--- src/rtl/ip_fifo_pkg.sv ---
// Shared types and elaboration helpers for the ip_fifo family.
package ip_fifo_pkg;

  // Read-port behaviour: registered read or first-word-fall-through.
  typedef enum logic {
    FIFO_STD  = 1'b0,
    FIFO_FWFT = 1'b1
  } fifo_mode_e;

  // Pointer width: address bits plus one wrap bit.
  function automatic int unsigned PTR_W(input int unsigned depth);
    return $clog2(depth) + 1;
  endfunction

  // Power-of-two check for depth (at least 2 entries).
  function automatic bit depth_ok(input int unsigned depth);
    return (depth >= 2) && ((depth & (depth - 1)) == 0);
  endfunction

  // Threshold range checks: almost_full in 1..depth, almost_empty in 0..depth-1.
  function automatic bit levels_ok(input int unsigned depth,
                                   input int unsigned af_level,
                                   input int unsigned ae_level);
    return (af_level >= 1) && (af_level <= depth) && (ae_level <= depth - 1);
  endfunction

endpackage

--- src/rtl/ip_fifo_mem.sv ---
// DEPTH x WIDTH storage: synchronous write port, asynchronous read port.
module ip_fifo_mem #(
  parameter int unsigned WIDTH = 8,
  parameter int unsigned DEPTH = 4
) (
  input  logic                     clk,
  input  logic                     we,
  input  logic [$clog2(DEPTH)-1:0] waddr,
  input  logic [WIDTH-1:0]         wdata,
  input  logic [$clog2(DEPTH)-1:0] raddr,
  output logic [WIDTH-1:0]         rdata
);

  logic [WIDTH-1:0] mem [DEPTH];

  // Write port: store wdata at waddr on enabled edges.
  always_ff @(posedge clk) begin
    if (we) mem[waddr] <= wdata;
  end

  // Read port: combinational lookup.
  always_comb begin
    rdata = mem[raddr];
  end

endmodule

--- src/rtl/ip_sync_fifo.sv ---
// Single-clock FIFO with thresholds, occupancy count, sticky error flags,
// synchronous flush and selectable FWFT read mode.
module ip_sync_fifo
  import ip_fifo_pkg::*;
#(
  parameter int unsigned WIDTH    = 8,
  parameter int unsigned DEPTH    = 4,
  parameter int unsigned AF_LEVEL = DEPTH - 1,
  parameter int unsigned AE_LEVEL = 1,
  parameter int unsigned FWFT     = 0
) (
  input  logic                       clk,
  input  logic                       rst,
  input  logic                       flush,
  input  logic                       wr_en,
  input  logic [WIDTH-1:0]           din,
  input  logic                       rd_en,
  output logic [WIDTH-1:0]           dout,
  output logic                       full,
  output logic                       empty,
  output logic                       almost_full,
  output logic                       almost_empty,
  output logic [$clog2(DEPTH):0]     count,
  output logic                       overflow,
  output logic                       underflow
);

  localparam int unsigned PW = PTR_W(DEPTH);
  localparam int unsigned AW = PW - 1;
  localparam fifo_mode_e  MODE = (FWFT != 0) ? FIFO_FWFT : FIFO_STD;
  localparam logic [PW-1:0] DEPTH_C = PW'(DEPTH);
  localparam logic [PW-1:0] AF_C    = PW'(AF_LEVEL);
  localparam logic [PW-1:0] AE_C    = PW'(AE_LEVEL);

  if (!depth_ok(DEPTH) || !levels_ok(DEPTH, AF_LEVEL, AE_LEVEL)) begin : g_param_check
    $fatal(1, "ip_sync_fifo: DEPTH must be a power of two >= 2, AF_LEVEL in 1..DEPTH, AE_LEVEL in 0..DEPTH-1");
  end

  logic [PW-1:0]    wr_ptr;
  logic [PW-1:0]    rd_ptr;
  logic             wr_acc;
  logic             rd_acc;
  logic [WIDTH-1:0] rd_data;

  // Occupancy is the pointer distance; the wrap bit makes DEPTH distinguishable from 0.
  always_comb begin
    count        = wr_ptr - rd_ptr;
    full         = (count == DEPTH_C);
    empty        = (count == '0);
    almost_full  = (count >= AF_C);
    almost_empty = (count <= AE_C);
    wr_acc       = wr_en && !full && !flush;
    rd_acc       = rd_en && !empty && !flush;
  end

  // Pointer advance and sticky error flags; flush overrides any access.
  always_ff @(posedge clk or posedge rst) begin
    if (rst) begin
      wr_ptr    <= '0;
      rd_ptr    <= '0;
      overflow  <= 1'b0;
      underflow <= 1'b0;
    end else if (flush) begin
      wr_ptr    <= '0;
      rd_ptr    <= '0;
      overflow  <= 1'b0;
      underflow <= 1'b0;
    end else begin
      if (wr_acc) wr_ptr <= wr_ptr + PW'(1);
      if (rd_acc) rd_ptr <= rd_ptr + PW'(1);
      if (wr_en && full)  overflow  <= 1'b1;
      if (rd_en && empty) underflow <= 1'b1;
    end
  end

  ip_fifo_mem #(
    .WIDTH (WIDTH),
    .DEPTH (DEPTH)
  ) u_mem (
    .clk   (clk),
    .we    (wr_acc),
    .waddr (wr_ptr[AW-1:0]),
    .wdata (din),
    .raddr (rd_ptr[AW-1:0]),
    .rdata (rd_data)
  );

  if (MODE == FIFO_FWFT) begin : g_fwft
    // Head entry is presented directly; valid whenever not empty.
    always_comb begin
      dout = rd_data;
    end
  end else begin : g_std
    logic [WIDTH-1:0] dout_q;

    // Registered read data: updates only on an accepted read, holds otherwise.
    always_ff @(posedge clk or posedge rst) begin
      if (rst)         dout_q <= '0;
      else if (rd_acc) dout_q <= rd_data;
    end

    always_comb begin
      dout = dout_q;
    end
  end

endmodule

--- config.mk ---
export PLATFORM = sky130hd
export DESIGN_NAME = ip_sync_fifo
export DESIGN_NICKNAME = d
export VERILOG_FILES = /design/src/rtl/ip_fifo_pkg.sv /design/src/rtl/ip_fifo_mem.sv /design/src/rtl/ip_sync_fifo.sv
export SDC_FILE = /design/constraint.sdc
export NUM_CORES = 1
export LEC_CHECK = 0
export ABC_AREA = 1
export CAP_MARGIN = 20
export CORE_MARGIN = 3
export CORE_UTILIZATION = 54
export DETAILED_ROUTE_END_ITERATION = 10
export HOLD_SLACK_MARGIN = 0.05
export MAX_ROUTING_LAYER = met4
export PLACE_DENSITY = 0.82
export SLEW_MARGIN = 5
export SYNTH_ARGS = -nofsm -noshare
export SYNTH_HDL_FRONTEND = slang
export SYNTH_HIERARCHICAL = 1
export SYNTH_SLANG_ARGS = --single-unit
--- constraint.sdc ---
create_clock -name clk -period 3.3 [get_ports clk]
set_clock_uncertainty 0.15 [all_clocks]
set_input_delay 0.33 -clock clk [delete_from_list [all_inputs] [get_ports clk]]
set_output_delay 0.33 -clock clk [all_outputs]
set_load 0.05 [all_outputs]
* Word level (Yosys, flattened, before mapping)
Memories as Yosys holds them, arrays and structs flattened. A register that Yosys moved wholly into a read port is not among the register bits. Index checks and enable logic that the tools add are counted.
Word-level totals: register bits after elaboration 8, RAM bits 32, input bits 13, memories kept 1
Memory list:
- u_mem.mem | words 4, bits a word 8, read ports 1, clocked after Yosys merged registers in 1, write ports 1, RTL line ip_fifo_mem.sv:14 | logic [WIDTH-1:0] mem [DEPTH];
Operators by class: add/sub/neg operators 3, magnitude comparators 2, eq/ne operators 1, multiplexer cells 10, reductions and logical operators 14
Operators by type and width (number):
- 3-bit two-way mux | 4
- 2-bit nonzero test | 4
- 3-bit by 1-bit adder with 3-bit output (second input constant) | 2
- 1-bit logical AND | 6
- 1-bit two-way mux | 6
- 3-bit == test (second input constant) | 1
- 3-bit by 2-bit >= comparator with 1-bit output (second input constant) | 1
- 3-bit by 1-bit <= comparator with 1-bit output (second input constant) | 1
- 1-bit logical NOT | 3
- 3-bit logical NOT | 1
- 3-bit subtractor | 1

* Longest topological paths before layout
Gate-level depths: netlist of the first run.
word-level depth 7, gate-level depth with buffers 11

* Hierarchy
Netlist of the first run, hierarchy kept.
Modules (own cells, without submodules):
- ip_fifo_mem | times used 1, cells each 133, area an instance 1387.6 um2
- ip_sync_fifo | times used 1, cells each 106, area an instance 909.6 um2

* Worst setup path before layout of the first run
Ideal clock, no wire load.
kind register to output, start point reg wr_ptr[0], end point out almost_full, arrival time 2.832 ns, setup slack -0.012 ns, cell stages (with the launch flop) 7, path buffers 0, path through dfrtp_1 -> inv_1 -> ha_1 -> inv_1 -> fa_1 -> inv_1 -> o21ai_0
On the way: word-level cells in the longest chain between the ends 2
Ends and longest elaborated chain:
- start, declared | RTL line ip_sync_fifo.sv:39 | logic [PW-1:0] wr_ptr;
- start signal, assigned | RTL line ip_sync_fifo.sv:69 | if (wr_acc) wr_ptr <= wr_ptr + PW'(1);
- 3-bit subtractor | RTL line ip_sync_fifo.sv:47 | count = wr_ptr - rd_ptr;
- named net count[1] | RTL line ip_sync_fifo.sv:23 | output logic [$clog2(DEPTH):0] count,
- 3-bit by 2-bit >= comparator with 1-bit output | RTL line ip_sync_fifo.sv:50 | almost_full = (count >= AF_C);
- end, declared | RTL line ip_sync_fifo.sv:21 | output logic almost_full,
The timed path passes the listed nets, and every way through them passes these cells.

* Final worst setup path of the first run
start point reg wr_ptr[0], end point out count[2]
On the way: word-level cells in the longest chain between the ends 1
Ends and longest elaborated chain (RTL line):
- 3-bit subtractor | ip_sync_fifo.sv:47
- end, declared | ip_sync_fifo.sv:23
No other way between the ends.

==> results.json, run 1 <==
{
  "fin_ws_ns": 0.2625,
  "worstRegToRegCells": 11,
  "cts_root_buffer": "clkbuf_8",
  "yosys_warnings": 6,
  "yosysTopAreaCellShare": 0.4183,
  "die_h_um": 71.23,
  "fin_crit_sh": 0.9204,
  "p_per_area_nw_per_um2": 937.8,
  "total_power_mw": 2.566,
  "clockBufferDepth": 2,
  "worst_pin_slew_ns": 0.6558,
  "setup_violations": 0,
  "report.final.slew_viol_count": 0,
  "core_area_um2": 4058,
  "drc": 0,
  "fp.dieW_um": 71.23,
  "rows": 23,
  "required_ns": 2.82,
  "status": "finished clean",
  "reg2reg_slack_ns": 0.66,
  "cp_max_fo": 6,
  "syn-num-nets": 256,
  "cp.arrival_ns": 2.56,
  "layout.nets": 291,
  "end_kind": "output port",
  "rsz0062_at_grt": "no",
  "cts_buffers": 5,
  "netlist_area_um2": 2297,
  "multi_input_area_um2": 656.9,
  "grt_max_degree": 21,
  "drt.antenna.violating_nets": 0,
  "post-cts-setup-buffers": 0,
  "hold_viol_final": 0,
  "grt_util_all_layers": 0.1979,
  "cts_resized": 0,
  "clkSlewWorstSetupHoldPaths_ns": 0.09,
  "period_needed_ns": 3.037,
  "seqCellArea_um2": 1361,
  "wl_per_cell_um": 12.91,
  "netlist_instances": 239,
  "drive_gt1_frac": 0.09818,
  "drtIter0Drc": 124,
  "io_pins": 30,
  "rr_startpoint": "wr_ptr[0]",
  "gp_congestion": 0.8285,
  "area_growth_syn_to_layout_pct": 19.12,
  "ys_top_cells_by_area": "edfxtp_1 42%, dfrtp_1 17%, nand2_1 11%",
  "portBuffers": 29,
  "worstSetupStartpoint": "wr_ptr[0]",
  "design.die.area_um2": 5073,
  "synth_cell_type_count": 20,
  "drt_wl_total_mm": 4.195,
  "avgSynthCellArea_um2": 9.612,
  "min_path_type": "primary input to asynchronous set/reset pin",
  "max_slew_margin": 0.5623,
  "n_antenna_cell": 0,
  "viasPerCell": 5.022,
  "route.vias.total": 1632,
  "ir_drop_mv": 0.4554,
  "leakagePower_nw": 1.318,
  "ys_ff_latch": 48,
  "yosys.area.top_type": "edfxtp_1",
  "clock-sinks": 48,
  "cts_tree": "done",
  "start_kind": "flop",
  "synth-seq-area-share": 0.5926,
  "grt_pass1_vias": 1556,
  "h-tree-depth": 2,
  "drt_pass1_iterations": 4,
  "fillCellCount": 336,
  "finalSetupTns_ns": 0,
  "initial_core_util": 0.5661,
  "overflow": 0,
  "crit_type": "flop to output port",
  "worstSkewPairLatency_ns": 0.30,
  "grt_pass1_wl_mm": 7.389,
  "antenna_found_initial": 0,
  "maxCapViolCount": 0,
  "pre_cts_ws_ns": 0.5919,
  "dpl.hpwl_mm": 2.843,
  "fmax_mhz": 329.2,
  "cts_hold_buf": 0
}
## flip-flops by register name (all words and copies together), names as in the netlist
register / flops
wr_ptr: 3
rd_ptr: 3
overflow: 1
underflow: 1
dout: 8
u_mem/mem: 32
## critical path, stage by stage (launching register included)
cell and delay (ns):
dfrtp_1 0.45, inv_1 0.10, ha_1 0.14, inv_1 0.05, fa_1 0.41, inv_1 0.10, nand3_1 0.13, nand2_1 0.15
inv_1 0.05, clkdlybuf4s50_1 0.69
## layer usage
metal | vias to the layer above | wire [µm] | global-route usage
li1 | 833 | - | -
met1 | 728 | 1670 | 0.2517
met2 | 59 | 2078 | 0.2888
met3 | 12 | 298 | 0.04769
met4 | 0 | 149 | 0.1169
met5 | - | 0 | -
## worst paths after layout
check	to
worst min-delay path	underflow
worst max register to register	u_mem/mem[1][7]
worst max-delay path	count[2]
max in group asynchronous	dout[1]
worst min register to register	dout[5]
min in group clk	dout[5]
## layout by cell type (no fill, tap or decap), types with 3 or more instances in the layout
cell,netlist,layout
nand2_1,68,68
inv_1,53,53
edfxtp_1,32,32
nand3_1,25,25
clkdlybuf4s50_1,0,25
dfrtp_1,16,16
nand4_1,15,15
buf_4,1,9
clkbuf_8,0,6
nor3_1,4,4
nand2_2,3,3
nand3_2,3,3
ha_1,3,3
## final cells by class
type                    count  area share
flip-flops and latches     48      0.4975
clock buffers               6     0.03018
clock inverters             2    0.003658
multi-input cells         129      0.2401
repair buffers             36      0.1308
inverters                  54     0.07499
well taps                  50     0.02286
## cells in the mapped netlist
library cell / instances
buf_6: 5
nor3_1: 4
edfxtp_1: 32
inv_1: 53
ha_1: 3
nor2_1: 1
nor2_8: 1
nand2_2: 3
inv_4: 1
buf_4: 1
xor2_1: 2
nand3_1: 25
nand4_1: 15
o21ai_0: 1
dfrtp_1: 16
nand2_1: 68
nand3_2: 3
fa_1: 1
buf_2: 2
a21oi_1: 2
## cells by family (layout without fill, tap and decap cells)
group	count (synthesis)	in the layout	share of synthesized area
AND/OR/NAND/NOR	120	120	0.2467
XOR/XNOR	2	2	0.007627
adder cells (fa/ha/maj)	4	4	0.02506
flip-flops	48	48	0.5926
AO/OA/AOI/OAI	3	3	0.006534
buffers and inverters	62	98	0.1215
## power breakdown
group	switching, mW	internal (mW)
clock	0.186	0.167
sequential	0.0489	0.744
combinational	0.957	0.462
## metrics by stage
stage                       util  cell area, µm²  hold WS, ns  std cells
after global placement    0.6516            2644       0.3064        317
after detailed placement  0.6516            2644       0.3102        317
after CTS                 0.6744            2736       0.2781        325
after global routing      0.6744            2736       0.3005        325
after floorplan                -            2297      0.09374        239
final                     0.6744            2736       0.2628        325
(Power assumes the default switching activity.)
==> run 2, diff against run 1 <==
- CORE_ASPECT_RATIO: not set -> 0.7
==> run 2 against run 1 <==
Against the previous run:
- flip-flop and latch count unchanged
- critical path depth is the same
- combinational power about the same
- maximum frequency grew 0.15%
- sequential share of layout area decreased by 0.32 points
- register-to-register slack lost 0.04 ns
- first-iteration DRC count down 14%
- global-route usage rose by 0.18 points
- final cell count rose by 0.62%
- clock-buffer cell count did not move
- critical endpoint unchanged
- largest cell class unchanged
- highest routed layer unchanged
==> results.json, run 2 (same netlist as run 1, synthesis figures left out) <==
{
  "slowest_delay_ns": 0.69,
  "grt_util_all_layers": 0.1997,
  "cp_top_family": "buffers and inverters",
  "clkSlewWorstSetupHoldPaths_ns": 0.08,
  "finalSetupTns_ns": 0,
  "wl_per_cell_um": 13.76,
  "initial_core_util": 0.5752,
  "start_kind": "flop",
  "fin_crit_sh": 0.9190,
  "setup_violations": 0,
  "cpMostUsedCell": "inv_1",
  "dpl.hpwl_mm": 3.153,
  "h-tree-depth": 2,
  "fmax_mhz": 329.7,
  "path_buf_inv": 5,
  "hold_viol_final": 0,
  "cts_resized": 0,
  "io_pins": 30,
  "met3_length_um": 343,
  "report.final.slew_viol_count": 0,
  "crit_type": "flop to output port",
  "worstPathCellList": "inv_1, ha_1, inv_1, fa_1, inv_1, nand3_1, nand2_1, inv_1, clkdlybuf4s50_1",
  "cp_max_fo": 6,
  "clockBufferDepth": 2,
  "crit_slowest_cell": "clkdlybuf4s50_1",
  "layout.nets": 291,
  "required_ns": 2.82,
  "largest_reg_flops": 32,
  "drt-met1-wl_mm": 1.887,
  "core_area_um2": 3994,
  "end_kind": "output port",
  "highest_layer": "met4",
  "p_per_area_nw_per_um2": 961.1,
  "die_h_um": 60.57,
  "rows": 19,
  "grt_max_degree": 22,
  "design.die.area_um2": 5085,
  "viasPerCell": 5.021,
  "drtIter0Drc": 107,
  "drc": 0,
  "cts_hold_buf": 0,
  "n_antenna_cell": 0,
  "regMostFlops": "u_mem/mem",
  "mostFrequentLayoutCell": "nand2_1",
  "rsz0062_at_grt": "no",
  "max_slew_margin": 0.5668,
  "ir_drop_mv": 0.6455,
  "status": "finished clean",
  "pre_cts_ws_ns": 0.6021,
  "worst_pin_slew_ns": 0.6490,
  "fin_ws_ns": 0.2672,
  "cts_tree": "done",
  "area_growth_syn_to_layout_pct": 19.88,
  "drive_gt1_frac": 0.09455,
  "grt_pass1_vias": 1463,
  "cts_buffers": 5,
  "drt.antenna.violating_nets": 0,
  "gp_congestion": 0.8298,
  "cts_root_buffer": "clkbuf_8",
  "period_needed_ns": 3.033,
  "antenna_found_initial": 0,
  "route.vias.total": 1642,
  "portBuffers": 29,
  "cp.arrival_ns": 2.55,
  "clock-sinks": 48,
  "wl_met2_mm": 2.215,
  "drt_wl_total_mm": 4.499,
  "fp.dieW_um": 83.96,
  "leakagePower_nw": 1.323,
  "maxCapViolCount": 0,
  "overflow": 0,
  "post-cts-setup-buffers": 0,
  "min_path_type": "primary input to asynchronous set/reset pin",
  "grt_pass1_wl_mm": 7.155,
  "worstSkewPairLatency_ns": 0.30,
  "drt_pass1_iterations": 4,
  "final_cell_mix": "68 x nand2_1, 53 x inv_1, 32 x edfxtp_1"
}
## run 2: final timing paths
kind	depth (start not counted)	end	slack (ns)	from
setup / recovery	9	count[2]	0.27	wr_ptr[0]
hold / removal	2	rd_ptr[2]	0.26	rst
setup reg to reg	11	u_mem/mem[3][6]	0.62	wr_ptr[0]
hold reg to reg	2	dout[4]	0.33	dout[4]
max in group asynchronous	2	dout[1]	2.33	rst
min in group clk	2	dout[4]	0.33	dout[4]
## run 2: per-stage QoR
step	area [µm²]	power [mW]	utilization	hold WS, ns	cells
6_report	2754	2.647	0.6895	0.2626	327
5_1_grt	2754	2.798	0.6895	0.3176	327
4_1_cts	2754	2.671	0.6895	0.2707	327
3_5_place_dp	2646	2.258	0.6626	0.3129	319
3_3_place_gp	2646	2.223	0.6626	0.3032	319
2_1_floorplan	2297	1.834	-	0.09374	239
## run 2: layer usage
metal  vias up  global-route usage
li1        829                   -
met1       761              0.2340
met2        47              0.3182
met3         5             0.07056
met4         0             0.08945
met5         -                   -
## run 2: power breakdown
part | switching [mW] | internal, mW | total [mW]
clock network | 0.185 | 0.225 | 0.410
registers | 0.0528 | 0.744 | 0.797
logic | 0.979 | 0.462 | 1.44
total | 1.22 | 1.43 | 2.65
## run 2: layout make-up
cell class                      instances  area (µm²)
Timing Repair Buffer                   36       357.8
Fill cell                             306        1240
Tap cell                               52       65.06
Inverter                               54       205.2
Multi-Input combinational cell        129       656.9
Clock buffer                            6       72.57
Sequential cell                        48        1361
Clock inverter                          2       35.03
## run 2: worst reg2reg max path, stage by stage (launching register included)
cell and delay (ns):
dfrtp_1 0.44, inv_1 0.10, ha_1 0.14, inv_1 0.05, fa_1 0.62, nor2_8 0.07, nand3_2 0.12, nand2_2 0.09
nor2_1 0.09, inv_1 0.08, nor3_1 0.22, buf_4 0.22
